### src/rtl/cisr_row_accumulator_if.sv
// Beat stream from the CISR decoder and row-result stream toward vector write-back.
// The slave modport is the accumulator's view of both streams.
interface cisr_row_accumulator_if #(
   parameter int DATA_W = 32,
   parameter int DIM_W  = 16
);
   logic              in_valid;
   logic              in_ready;
   logic [DIM_W-1:0]  in_row_idx;
   logic [DATA_W-1:0] in_prod;
   logic              in_last;
   logic              out_valid;
   logic              out_ready;
   logic [DIM_W-1:0]  out_row_idx;
   logic [DATA_W-1:0] out_sum;

   modport master (
      output in_valid, in_row_idx, in_prod, in_last, out_ready,
      input  in_ready, out_valid, out_row_idx, out_sum
   );

   modport slave (
      input  in_valid, in_row_idx, in_prod, in_last, out_ready,
      output in_ready, out_valid, out_row_idx, out_sum
   );
endinterface

### src/rtl/cisr_row_accumulator.sv
// Per-channel row reduction: sums consecutive beats sharing a row index and queues
// one (row, sum) result per closed row in a small circular output FIFO.
module cisr_row_accumulator #(
   parameter int DATA_W    = 32,
   parameter int DIM_W     = 16,
   parameter int OUT_DEPTH = 4
) (
   input  logic                   i_clk,
   input  logic                   i_rst,
   input  logic                   i_spmv_init,
   cisr_row_accumulator_if.slave  bus,
   output logic                   o_done,
   output logic                   o_overflow
);
   localparam int PTR_W = (OUT_DEPTH > 1) ? $clog2(OUT_DEPTH) : 1;
   localparam int CNT_W = PTR_W + 1;

   logic [DIM_W-1:0]  r_row_mem [OUT_DEPTH];
   logic [DATA_W-1:0] r_sum_mem [OUT_DEPTH];
   logic [PTR_W-1:0]  r_wr_ptr;
   logic [PTR_W-1:0]  r_rd_ptr;
   logic [CNT_W-1:0]  r_count;

   logic [DATA_W-1:0] r_acc;
   logic [DIM_W-1:0]  r_cur_row;
   logic              r_have_row;
   logic              r_pending_done;
   logic              r_done;
   logic              r_overflow;

   logic              w_accept;
   logic              w_same;
   logic [DATA_W-1:0] w_sum;
   logic [DATA_W-1:0] w_new_acc;
   logic              w_ovf;
   logic              w_push_old;
   logic              w_push_new;
   logic              w_pop;
   logic [CNT_W-1:0]  w_free;
   logic [CNT_W-1:0]  w_n_push;
   logic [CNT_W-1:0]  w_count_next;
   logic [PTR_W-1:0]  w_new_slot;

   // Two free slots are required so a row change and in_last can both push in one cycle.
   assign w_free       = CNT_W'(OUT_DEPTH) - r_count;
   assign bus.in_ready = !i_rst && !i_spmv_init && (w_free >= CNT_W'(2));
   assign w_accept     = bus.in_valid && bus.in_ready;

   assign w_same    = r_have_row && (bus.in_row_idx == r_cur_row);
   assign w_sum     = r_acc + bus.in_prod;
   assign w_new_acc = w_same ? w_sum : bus.in_prod;
   assign w_ovf     = w_accept && w_same
                      && (r_acc[DATA_W-1] == bus.in_prod[DATA_W-1])
                      && (w_sum[DATA_W-1] != r_acc[DATA_W-1]);

   assign w_push_old = w_accept && r_have_row && !w_same;
   assign w_push_new = w_accept && bus.in_last;
   assign w_pop      = (r_count != '0) && bus.out_ready;

   assign w_n_push     = CNT_W'(w_push_old) + CNT_W'(w_push_new);
   assign w_count_next = r_count + w_n_push - CNT_W'(w_pop);
   // The closing row takes the first slot; the in_last row lands right behind it.
   assign w_new_slot   = w_push_old ? (r_wr_ptr + PTR_W'(1)) : r_wr_ptr;

   assign bus.out_valid   = (r_count != '0);
   assign bus.out_row_idx = r_row_mem[r_rd_ptr];
   assign bus.out_sum     = r_sum_mem[r_rd_ptr];
   assign o_done          = r_done;
   assign o_overflow      = r_overflow;

   always_ff @(posedge i_clk or posedge i_rst) begin
      if (i_rst) begin
         for (int i = 0; i < OUT_DEPTH; i++) begin
            r_row_mem[i] <= '0;
            r_sum_mem[i] <= '0;
         end
         r_wr_ptr       <= '0;
         r_rd_ptr       <= '0;
         r_count        <= '0;
         r_acc          <= '0;
         r_cur_row      <= '0;
         r_have_row     <= 1'b0;
         r_pending_done <= 1'b0;
         r_done         <= 1'b0;
         r_overflow     <= 1'b0;
      end else if (i_spmv_init) begin
         for (int i = 0; i < OUT_DEPTH; i++) begin
            r_row_mem[i] <= '0;
            r_sum_mem[i] <= '0;
         end
         r_wr_ptr       <= '0;
         r_rd_ptr       <= '0;
         r_count        <= '0;
         r_acc          <= '0;
         r_cur_row      <= '0;
         r_have_row     <= 1'b0;
         r_pending_done <= 1'b0;
         r_done         <= 1'b0;
         r_overflow     <= 1'b0;
      end else begin
         if (w_accept) begin
            r_cur_row  <= bus.in_row_idx;
            r_acc      <= w_new_acc;
            r_have_row <= !bus.in_last;
         end

         if (w_push_old) begin
            r_row_mem[r_wr_ptr] <= r_cur_row;
            r_sum_mem[r_wr_ptr] <= r_acc;
         end
         if (w_push_new) begin
            r_row_mem[w_new_slot] <= bus.in_row_idx;
            r_sum_mem[w_new_slot] <= w_new_acc;
         end
         r_wr_ptr <= r_wr_ptr + w_n_push[PTR_W-1:0];
         if (w_pop)
            r_rd_ptr <= r_rd_ptr + PTR_W'(1);
         r_count <= w_count_next;

         // done waits for the queue to drain; a fresh in_last re-arms it afterwards.
         r_done <= r_pending_done && (w_count_next == '0);
         if (r_pending_done && (w_count_next == '0))
            r_pending_done <= 1'b0;
         if (w_push_new)
            r_pending_done <= 1'b1;

         r_overflow <= r_overflow | w_ovf;
      end
   end
endmodule

### src/flat_wrapper.sv
// flat-port wrapper written by rule: the top's interface ports become plain ports
module cisr_row_accumulator_flat 
#(
   parameter int DATA_W    = 32,
   parameter int DIM_W     = 16,
   parameter int OUT_DEPTH = 4
)
  (i_clk, i_rst, i_spmv_init, o_done, o_overflow, bus_in_valid, bus_in_row_idx, bus_in_prod, bus_in_last, bus_out_ready, bus_in_ready, bus_out_valid, bus_out_row_idx, bus_out_sum);
  cisr_row_accumulator_if #(.DATA_W(DATA_W), .DIM_W(DIM_W)) bus_i ();
  input  logic i_clk;
  input  logic i_rst;
  input  logic i_spmv_init;
  output logic o_done;
  output logic o_overflow;
  input wire logic [$bits(bus_i.in_valid)-1:0] bus_in_valid;
  input wire logic [$bits(bus_i.in_row_idx)-1:0] bus_in_row_idx;
  input wire logic [$bits(bus_i.in_prod)-1:0] bus_in_prod;
  input wire logic [$bits(bus_i.in_last)-1:0] bus_in_last;
  input wire logic [$bits(bus_i.out_ready)-1:0] bus_out_ready;
  output wire logic [$bits(bus_i.in_ready)-1:0] bus_in_ready;
  output wire logic [$bits(bus_i.out_valid)-1:0] bus_out_valid;
  output wire logic [$bits(bus_i.out_row_idx)-1:0] bus_out_row_idx;
  output wire logic [$bits(bus_i.out_sum)-1:0] bus_out_sum;
  assign bus_i.in_valid = bus_in_valid;
  assign bus_i.in_row_idx = bus_in_row_idx;
  assign bus_i.in_prod = bus_in_prod;
  assign bus_i.in_last = bus_in_last;
  assign bus_i.out_ready = bus_out_ready;
  assign bus_in_ready = bus_i.in_ready;
  assign bus_out_valid = bus_i.out_valid;
  assign bus_out_row_idx = bus_i.out_row_idx;
  assign bus_out_sum = bus_i.out_sum;
  cisr_row_accumulator #(.DATA_W(DATA_W), .DIM_W(DIM_W), .OUT_DEPTH(OUT_DEPTH)) u_core (.i_clk(i_clk), .i_rst(i_rst), .i_spmv_init(i_spmv_init), .bus(bus_i), .o_done(o_done), .o_overflow(o_overflow));
endmodule
### config.mk
export PLATFORM = sky130hd
export DESIGN_NAME = cisr_row_accumulator_flat
export DESIGN_NICKNAME = d
export VERILOG_FILES = /design/src/rtl/cisr_row_accumulator_if.sv /design/src/rtl/cisr_row_accumulator.sv /design/src/flat_wrapper.sv
export SDC_FILE = /design/constraint.sdc
export NUM_CORES = 1
export LEC_CHECK = 0
export CAP_MARGIN = 10
export CORE_MARGIN = 10
export CORE_UTILIZATION = 55
export CTS_CLUSTER_SIZE = 14
export DETAILED_ROUTE_END_ITERATION = 8
export GPL_ROUTABILITY_DRIVEN = 0
export MAX_ROUTING_LAYER = met4
export PLACE_DENSITY = 0.83
export SYNTH_ARGS = -nofsm -noshare
export SYNTH_HDL_FRONTEND = slang
export SYNTH_SLANG_ARGS = --single-unit
export TNS_END_PERCENT = 5
### constraint.sdc
create_clock -name i_clk -period 11.4 [get_ports i_clk]
set_input_delay 2.28 -clock i_clk [delete_from_list [all_inputs] [get_ports i_clk]]
set_output_delay 2.28 -clock i_clk [all_outputs]
set_load 0.01 [all_outputs]
Word level (Yosys, flattened, before mapping) --
Cells that the tools add are included.
Storage, ports and cells: flip-flop bits (word level) 251, input port bits 54, word-level logic and storage cells 104
Cells by class: add/subtract/negate cells 8, order comparisons 6, equal/unequal tests 3, mux-type cells 43, bitwise gates (word level) 4, reductions and logical operators 23
Operators with widths (number):
- $mux W128 | 4
- $bwmux W128 | 2
- $mux W64 | 4
- $mux W32 | 7
- $bwmux W64 | 2
- $demux W32 S2 | 2
- $mux W16 | 6
- $bmux W32 S2 | 1
- $demux W16 S2 | 2
- $add A32 B32 Y32 | 1
- $bmux W16 S2 | 1
- $eq A16 B16 Y1 | 1
- $logic_and A1 B1 Y1 | 14
- $ge A3 B3 Y1 const B | 3
- $not A2 Y3 | 3
- $mux W2 | 4
- $mux W1 | 7
- $lt A3 B1 Y1 const B | 2
- $reduce_bool A3 Y1 | 2
- $add A2 B1 Y2 const B | 2
- $logic_not A1 Y1 | 4
- $reduce_bool A2 Y1 | 2
- $add A3 B3 Y3 | 1
- $ge A3 B2 Y1 const B | 1
- 9 further kinds | 9

Logic depth before layout (Yosys ltp) --
Gate-level depths: netlist of run 1.
word-level depth 15, gate-level depth with buffers 20, depth with buffers taken out 15

Worst setup path before layout of run 1 --
Ideal clock, no wire load.
path type in2reg, start point in i_spmv_init, end point reg u_core.r_done, in the netlist u_core.o_done, library setup time 0.120 ns, data arrival time 5.311 ns, setup slack 5.969 ns, cell stages on the path 16, buffers on the path 5, path through nor3_1 -> and2_1 -> clkbuf_1 -> and3_1 -> buf_4 -> buf_2 -> buf_2 -> buf_2 -> ha_1 -> inv_1 -> ha_1 -> fa_1 -> xnor2_1 -> xnor2_1 -> and3b_1 -> and3_1
Between the ends: longest elaborated chain between the ends 12, elaborated cells between the ends (all ways) 13, those cells by class add/sub (3); mux (1); reduce/logical (9)
Ends and longest elaborated chain:
- start, declared | line flat_wrapper.sv:12 | input logic i_spmv_init;
- $logic_not A1 Y1 | line cisr_row_accumulator.sv:46 | assign bus.in_ready = !i_rst && !i_spmv_init && (w_free >= CNT_W'(2));
- $logic_and A1 B1 Y1 (2 in a row) | line cisr_row_accumulator.sv:46
- $logic_and A1 B1 Y1 | line cisr_row_accumulator.sv:47 | assign w_accept = bus.in_valid && bus.in_ready;
- $logic_and A1 B1 Y1 (2 in a row) | line cisr_row_accumulator.sv:56 | assign w_push_old = w_accept && r_have_row && !w_same;
- $add A1 B1 Y2 | line cisr_row_accumulator.sv:60 | assign w_n_push = CNT_W'(w_push_old) + CNT_W'(w_push_new);
- $add A3 B3 Y3 | line cisr_row_accumulator.sv:61 | assign w_count_next = r_count + w_n_push - CNT_W'(w_pop);
- $sub A3 B1 Y3 | line cisr_row_accumulator.sv:61
- $logic_not A3 Y1 | line cisr_row_accumulator.sv:121 | r_done <= r_pending_done && (w_count_next == '0);
- $logic_and A1 B1 Y1 | line cisr_row_accumulator.sv:121
- $mux W1 * | line cisr_row_accumulator.sv:86 | end else if (i_spmv_init) begin
- end signal, assigned | line cisr_row_accumulator.sv:121
- end, declared | line cisr_row_accumulator.sv:28 | logic r_done;
Every way passes the cells marked *; elsewhere a longest branch is shown, timed or not. A chain may end at the register's enable or synchronous reset.

Final worst setup path of run 1 --
start point in bus_in_row_idx[0], end point reg u_core.r_sum_mem[25] (netlist name)
Between the ends: longest elaborated chain between the ends 13, elaborated cells between the ends (all ways) 17, those cells by class order compare (2); eq/ne (1); mux (9); bitwise (1); reduce/logical (4)
Ends and longest elaborated chain:
- start, declared | line flat_wrapper.sv:16 | input wire logic [$bits(bus_i.in_row_idx)-1:0] bus_in_row_idx;
- $eq A16 B16 Y1 * | line cisr_row_accumulator.sv:49 | assign w_same = r_have_row && (bus.in_row_idx == r_cur_row);
- $logic_and A1 B1 Y1 * | line cisr_row_accumulator.sv:49
- $logic_not A1 Y1 | line cisr_row_accumulator.sv:56
- $logic_and A1 B1 Y1 | line cisr_row_accumulator.sv:56
- $mux W2 | line cisr_row_accumulator.sv:63 | assign w_new_slot = w_push_old ? (r_wr_ptr + PTR_W'(1)) : r_wr_ptr;
- $not A2 Y3 (not written as such) | line cisr_row_accumulator.sv:113 | r_sum_mem[w_new_slot] <= w_new_acc;
- $ge A3 B3 Y1 (not written as such) or $lt A3 B1 Y1 (tied branches) | line cisr_row_accumulator.sv:113
- $logic_and A1 B1 Y1 (not written as such) | line cisr_row_accumulator.sv:113
- $mux W32 (not written as such) | line cisr_row_accumulator.sv:113
- $demux W32 S2 | line cisr_row_accumulator.sv:113
- $bwmux W128 | line cisr_row_accumulator.sv:113
- $mux W128 * | line cisr_row_accumulator.sv:111 | if (w_push_new) begin
- $mux W128 * | line cisr_row_accumulator.sv:86
- end signal, assigned by index | line cisr_row_accumulator.sv:109 | r_sum_mem[r_wr_ptr] <= r_acc;
- end signal, assigned by index | line cisr_row_accumulator.sv:113
- end, declared | line cisr_row_accumulator.sv:19 | logic [DATA_W-1:0] r_sum_mem [OUT_DEPTH];
Every way passes the cells marked *; elsewhere a longest branch is shown, timed or not. The select of a mux whose other input is x is not followed.

==> results of run 1 <==
-- routing by layer --
layer  vias up  track usage, %
li1       6304               -
met1      7081            33.9
met2       937            42.0
met3       121            4.71
met4         0            8.94
met5         -               -
-- report_power, final --
| group | switching, mW | internal, mW |
|---|---|---|
| Clock | 0.381 | 0.584 |
| Combinational | 0.371 | 0.260 |
| Sequential | 0.0764 | 0.941 |
| Total | 0.829 | 1.79 |
-- cell usage after synthesis, types with 5 or more instances --
master    count  area (µm²)
nor2_1      197         739
a311oi_2      5        75.1
buf_1        15        56.3
o21bai_1      7        52.6
mux4_2       48        1080
o21ai_0      55         275
inv_1        18        67.6
buf_4         7        52.6
nor2b_1       9        56.3
mux2_2       36         405
a211oi_1     42         315
o31ai_1       6        45.0
xnor2_1      33         289
a311oi_1    139        1220
mux2i_1      16         160
a21oi_1      43         215
a31oi_1       6        37.5
o21a_1        7        52.6
nand2_1     281        1050
buf_2        45         225
nand4_1      14        87.6
a21o_1        8        60.1
and3_1       13        81.3
nor3_1       10        50.1
dfrtp_1     251        6280
nand3_1     206        1030
ha_1         43         538
clkbuf_1     90         338
xor2_1       16         140
-- logic make-up (layout without fill, tap and decap cells) --
| group | count (synthesis) | in the layout | synth area share [%] |
|---|---|---|---|
| AND/OR/NAND/NOR | 752 | 752 | 20.9 |
| AO/OA/AOI/OAI | 346 | 346 | 16.7 |
| flip-flops | 251 | 251 | 40.3 |
| buffers and inverters | 180 | 195 | 5.05 |
| multiplexers | 100 | 100 | 10.6 |
| XOR/XNOR | 49 | 49 | 2.75 |
| adder cells (fa/ha/maj) | 45 | 45 | 3.71 |
-- final cells by class --
type	instances	area (µm²)	area share [%]
Clock inverter	18	256	1.46
Sequential cell	251	6290	35.8
Timing Repair Buffer	126	1210	6.88
Clock buffer	32	714	4.06
Multi-Input combinational cell	1292	8560	48.7
Tap cell	378	473	2.69
Inverter	19	78.8	0.448
-- flip-flops by register name, summed over array words and instances, names as in the netlist --
signal                 count
u_core.o_done              1
u_core.r_cur_row          16
u_core.r_acc              32
u_core.r_rd_ptr            2
u_core.r_sum_mem         128
u_core.r_have_row          1
u_core.o_overflow          1
u_core.r_count             3
u_core.r_wr_ptr            2
u_core.r_pending_done      1
u_core.r_row_mem          64
-- metrics by stage --
| stage | cell area, µm² | instances | utilization [%] | setup slack, ns | power, mW |
|---|---|---|---|---|---|
| 3_3_place_gp | 16600 | 2066 | 59.6 | 4.24 | 1.63 |
| 3_5_place_dp | 16600 | 2066 | 59.6 | 4.10 | 1.65 |
| 6_report | 17600 | 2116 | 63.1 | 4.49 | 2.61 |
| 4_1_cts | 17600 | 2116 | 63.1 | 4.64 | 2.61 |
| 2_1_floorplan | 15600 | 1723 | - | 2.22 | 1.45 |
| 5_1_grt | 17600 | 2116 | 63.1 | 4.21 | 2.72 |
-- how the worst min path moves through the flow --
stage	depth (start not counted)	endpoint	start	slack [ns]
final	1	u_core.o_done	u_core.r_pending_done	0.51
after global routing	1	u_core.o_done	u_core.r_pending_done	0.54
after CTS	1	u_core.o_overflow	u_core.o_overflow	0.52
after detailed placement	1	u_core.o_overflow	u_core.o_overflow	0.49
after global placement	1	u_core.o_done	u_core.r_pending_done	0.50
after floorplan	1	u_core.o_done	u_core.r_pending_done	0.48
-- cell usage in the layout, fill, tap and decap left out, types with 17 or more instances in the layout --
cell,n
clkbuf_16,27
a21oi_1,43
clkdlybuf4s50_1,104
o21ai_0,55
a311oi_1,139
mux2_2,36
a211oi_1,42
dfrtp_1,249
ha_1,43
nor2_1,197
buf_4,21
nand2_1,273
xnor2_1,33
mux4_2,48
inv_1,17
nand3_1,206
==> flow_summary.yaml, run 1 <==
min_path:
  hold_class: "register to register"
sta:
  grt_setup_unrepaired: "false"
  fin_crit_ns: 6.91
  drv_slew: 0
  max_freq_ghz: 0.145
  worst_pin_slew_ns: 1.19
  setup_viol: 0
  finalHoldViolations: 0
  setup-tns-final_ns: 0
  period_share_pct: 60.6
  clock-skew-final_ns: 0.0119
  slew_headroom_pct: 20.3
  hold_ws_ns: 0.515
yosys:
  avgSynthCellArea_um2: 9.05
  seq_area_frac_synth_pct: 40.3
  syn_inst: 1723
  synth_flop_cell: "dfrtp_1"
  ys_warn_count: 0
  ys_seq_elements: 251
  syn_nets: 1822
  async_reset_ff_share_pct: 100
  yosysUniqueCellTypes: 63
  synth_area_mm2: 0.0156
  synth_edf_count: 0
route:
  firstDrtPassIters: 5
  highest_layer: "met4"
  antenna_left: 0
  vias: 14400
  drcViolationCount: 0
  wl_met1_um: 18500
  route.met2.wl_um: 22300
  wl_met3_um: 5030
  drt_iter0_drc: 1777
  vias_per_cell: 6.83
  wl_per_cell_um: 22.3
  postRouteWirelength_um: 47100
final_layout:
  layout-drive-gt1-share_pct: 10.4
  fillers: 2196
  fin_nets: 1816
  area_delta_synth_final_pct: 12.7
  antennaDiodeCount: 0
global_routing:
  grt_max_degree: 107
  overflow: 0
  grt_pass1_vias: 14500
  grt_pass1_wl_um: 76600
  grt.total_usage_pct: 26.5
  antenna_found_initial: 0
power_and_ir_drop:
  leakage_nw: 7.25
  peakVddDrop_mv: 0.116
  power_density_mw_per_mm2: 149
die:
  die_w_um: 188
  ios: 106
  rows: 61
  start_util_pct: 56.0
  dieArea_mm2: 0.0355
  die_h_um: 188
  fp.coreArea_mm2: 0.0279
place:
  dp_hpwl_um: 29100
  io_buffers: 105
clocking:
  cts_buffers: 27
  clk_pin_slew_ns: 0.06
  cts_hold_buf: 0
  clkSinkCount: 251
  htreeDepth: 1
  cts_setup_buffers: 0
  cts_resized: 0
  clkLatencyLatePin_ns: 0.55
  cts_tree: "yes"
  cts_root_buffer: "clkbuf_16"
  clk_path_buf_depth: 3
setup_path:
  max_stage_delay_ns: 0.86
  cp.required_ns: 11.77
  arrival_ns: 7.28
  crit_family: "buffers and inverters"
  r2r_cells: 14
  cp-end-kind: "register"
  cp-endpoint: "u_core.r_sum_mem[25]"
  crit_path_start_kind: "primary input"
  cp_common_cell: "buf_4"
  crit_slowest_cell: "and3_4"
  rr_endpoint: "u_core.r_sum_mem[25]"
  r2r-start: "u_core.r_count[1]"
  worstPathMaxFanout: 85
  path_class: "primary input to register"
  cp-startpoint: "bus_in_row_idx[0]"
  path_buf_inv: 4
  r2r_setup_slack_ns: 5.88
  crit_cells: 12
  path_cells: "clkdlybuf4s50_1 > xnor2_1 > and4_1 > nand4_2 > buf_4 > and3_4 > buf_4 > nand2_2 > buf_4 > mux2_2 > o21ai_0 > a21oi_1"
outcome:
  status: "finished clean"
run:
  maxCapViolations: 0
Note: power is estimated with default switching activity, not from simulation.
==> run 2: changes to the inputs <==
==> constraint.sdc (replaced) <==
create_clock -name i_clk -period 6.94 [get_ports i_clk]
set_input_delay 1.388 -clock i_clk [delete_from_list [all_inputs] [get_ports i_clk]]
set_output_delay 1.388 -clock i_clk [all_outputs]
set_load 0.01 [all_outputs]
==> run 2 against run 1 <==
Critical path depth is the same. Routed wire length grew 0.42%. Via count fell by 0.11%. Final cell count rose by 0.33%. Global-route usage barely moved. Clock power up 59%. Core utilization rose by 0.16 points. Worst setup slack got worse by 2.3 ns. Worst hold slack lost 0.0092 ns. Non-clock buffer count is 6 higher. Sequential cell count did not move. Critical path type unchanged.
==> flow_summary.yaml, run 2 (synthesized netlist as in run 1, its figures left out) <==
clocking:
  clk_pin_slew_ns: 0.06
  cts_setup_buffers: 0
  cts_resized: 0
  clk_path_buf_depth: 3
  cts_buffers: 28
  cts_tree: "yes"
  cts_hold_buf: 0
  clkLatencyLatePin_ns: 0.56
  htreeDepth: 1
  cts_root_buffer: "clkbuf_16"
  clkSinkCount: 251
sta:
  setup_viol: 0
  hold_ws_ns: 0.505
  worst_pin_slew_ns: 1.27
  max_freq_ghz: 0.210
  setup-tns-final_ns: 0
  slew_headroom_pct: 15.2
  clock-skew-final_ns: 0.0201
  finalHoldViolations: 0
  grt_setup_unrepaired: "false"
  fin_crit_ns: 4.76
  drv_slew: 0
  period_share_pct: 68.7
global_routing:
  grt_pass1_vias: 14200
  grt_pass1_wl_um: 76000
  antenna_found_initial: 0
  grt_max_degree: 198
  grt.total_usage_pct: 26.5
  overflow: 0
setup_path:
  worstPathMaxFanout: 51
  path_class: "primary input to register"
  arrival_ns: 5.18
  crit_path_start_kind: "primary input"
  cp-end-kind: "register"
  cp.required_ns: 7.36
  r2r_cells: 13
power_and_ir_drop:
  power_density_mw_per_mm2: 241
  peakVddDrop_mv: 0.182
  leakage_nw: 7.28
route:
  vias_per_cell: 6.80
  vias: 14400
  wl_per_cell_um: 22.3
  firstDrtPassIters: 9
  antenna_left: 0
  drt_iter0_drc: 1835
  postRouteWirelength_um: 47300
  drcViolationCount: 0
die:
  start_util_pct: 56.0
  fp.coreArea_mm2: 0.0279
  ios: 106
  die_w_um: 188
  die_h_um: 188
  rows: 61
  dieArea_mm2: 0.0355
place:
  io_buffers: 105
  dp_hpwl_um: 29100
final_layout:
  area_delta_synth_final_pct: 13.0
  antennaDiodeCount: 0
  top_register: "u_core.r_sum_mem"
  layout-drive-gt1-share_pct: 10.5
  fin_nets: 1823
  fillers: 2185
  most-common-layout-cells: "273 x nand2_1, 249 x dfrtp_1, 206 x nand3_1"
  top_regs: "u_core.r_sum_mem: 128 flops, u_core.r_row_mem: 64 flops, u_core.r_acc: 32 flops"
  final_common_cell: "nand2_1"
  largest_reg_flops: 128
run:
  maxCapViolations: 0
outcome:
  status: "finished clean"
min_path:
  hold_depth: 1
  hold_class: "register to register"
[run 2: cell count changes in the layout (fill, tap and decap cells not counted)]
cell | before | now
clkbuf_8 | 2 | 9
clkbuf_16 | 27 | 29
buf_12 | 0 | 1
inv_6 | 1 | 0
clkinv_2 | 6 | 2
buf_4 | 21 | 26
bufinv_16 | 6 | 2
inv_8 | 1 | 0
clkinvlp_4 | 5 | 3
clkbuf_1 | 3 | 7
[run 2: cell type report]
cell class / count / area (µm²) / share of cell area, %
flip-flops and latches: 251 / 6290 / 35.7
repair buffers: 132 / 1270 / 7.19
clock inverters: 6 / 85.1 / 0.483
multi-input cells: 1292 / 8560 / 48.6
well taps: 378 / 473 / 2.68
clock buffers: 45 / 876 / 4.97
inverters: 19 / 75.1 / 0.426
[run 2: worst paths after layout]
kind / from / endpoint / slack (ns)
worst max-delay path: bus_in_row_idx[2] / u_core.r_sum_mem[9] / 2.18
worst min-delay path: u_core.o_overflow / u_core.o_overflow / 0.51
max in group asynchronous: i_rst / u_core.r_rd_ptr[0] / 4.27
worst max register to register: u_core.r_count[0] / u_core.r_sum_mem[9] / 2.85
min in group asynchronous: i_rst / u_core.r_count[2] / 1.24
worst min register to register: u_core.o_overflow / u_core.o_overflow / 0.51
[run 2: worst max-delay path, cell delays in order]
cell	delay [ns]
clkdlybuf4s50_1	0.54
xnor2_1	0.36
nand4_1	0.20
nor3_2	0.25
nand4_2	0.16
buf_4	0.33
nand4_1	0.21
o22ai_1	0.12
nand2_2	0.60
buf_4	0.50
nor2_1	0.13
a311oi_1	0.35
[run 2: power breakdown]
group	total [mW]	switching, mW	internal [mW]	leakage (nW)
combinational	0.963	0.537	0.426	3.33
sequential	1.74	0.198	1.55	3.48
clock	1.54	0.605	0.932	0.467
[run 2: per-layer routing]
layer	global-route usage (%)	vias up	wire [µm]
met1	34.8	6999	18300
met2	40.1	963	21600
met5	-	-	0
met4	10.2	0	1610
li1	-	6308	-
met3	4.95	157	5760
[run 2: through the flow]
stage | area, µm² | total power [mW] | utilization, % | worst slack [ns] | instances
2_1_floorplan | 15600 | 2.38 | - | 2.25 | 1723
3_3_place_gp | 16700 | 2.68 | 59.8 | 2.00 | 2072
3_5_place_dp | 16700 | 2.71 | 59.8 | 1.84 | 2072
4_1_cts | 17600 | 4.24 | 63.3 | 2.30 | 2123
5_1_grt | 17600 | 4.42 | 63.3 | 2.00 | 2123
6_report | 17600 | 4.24 | 63.3 | 2.18 | 2123
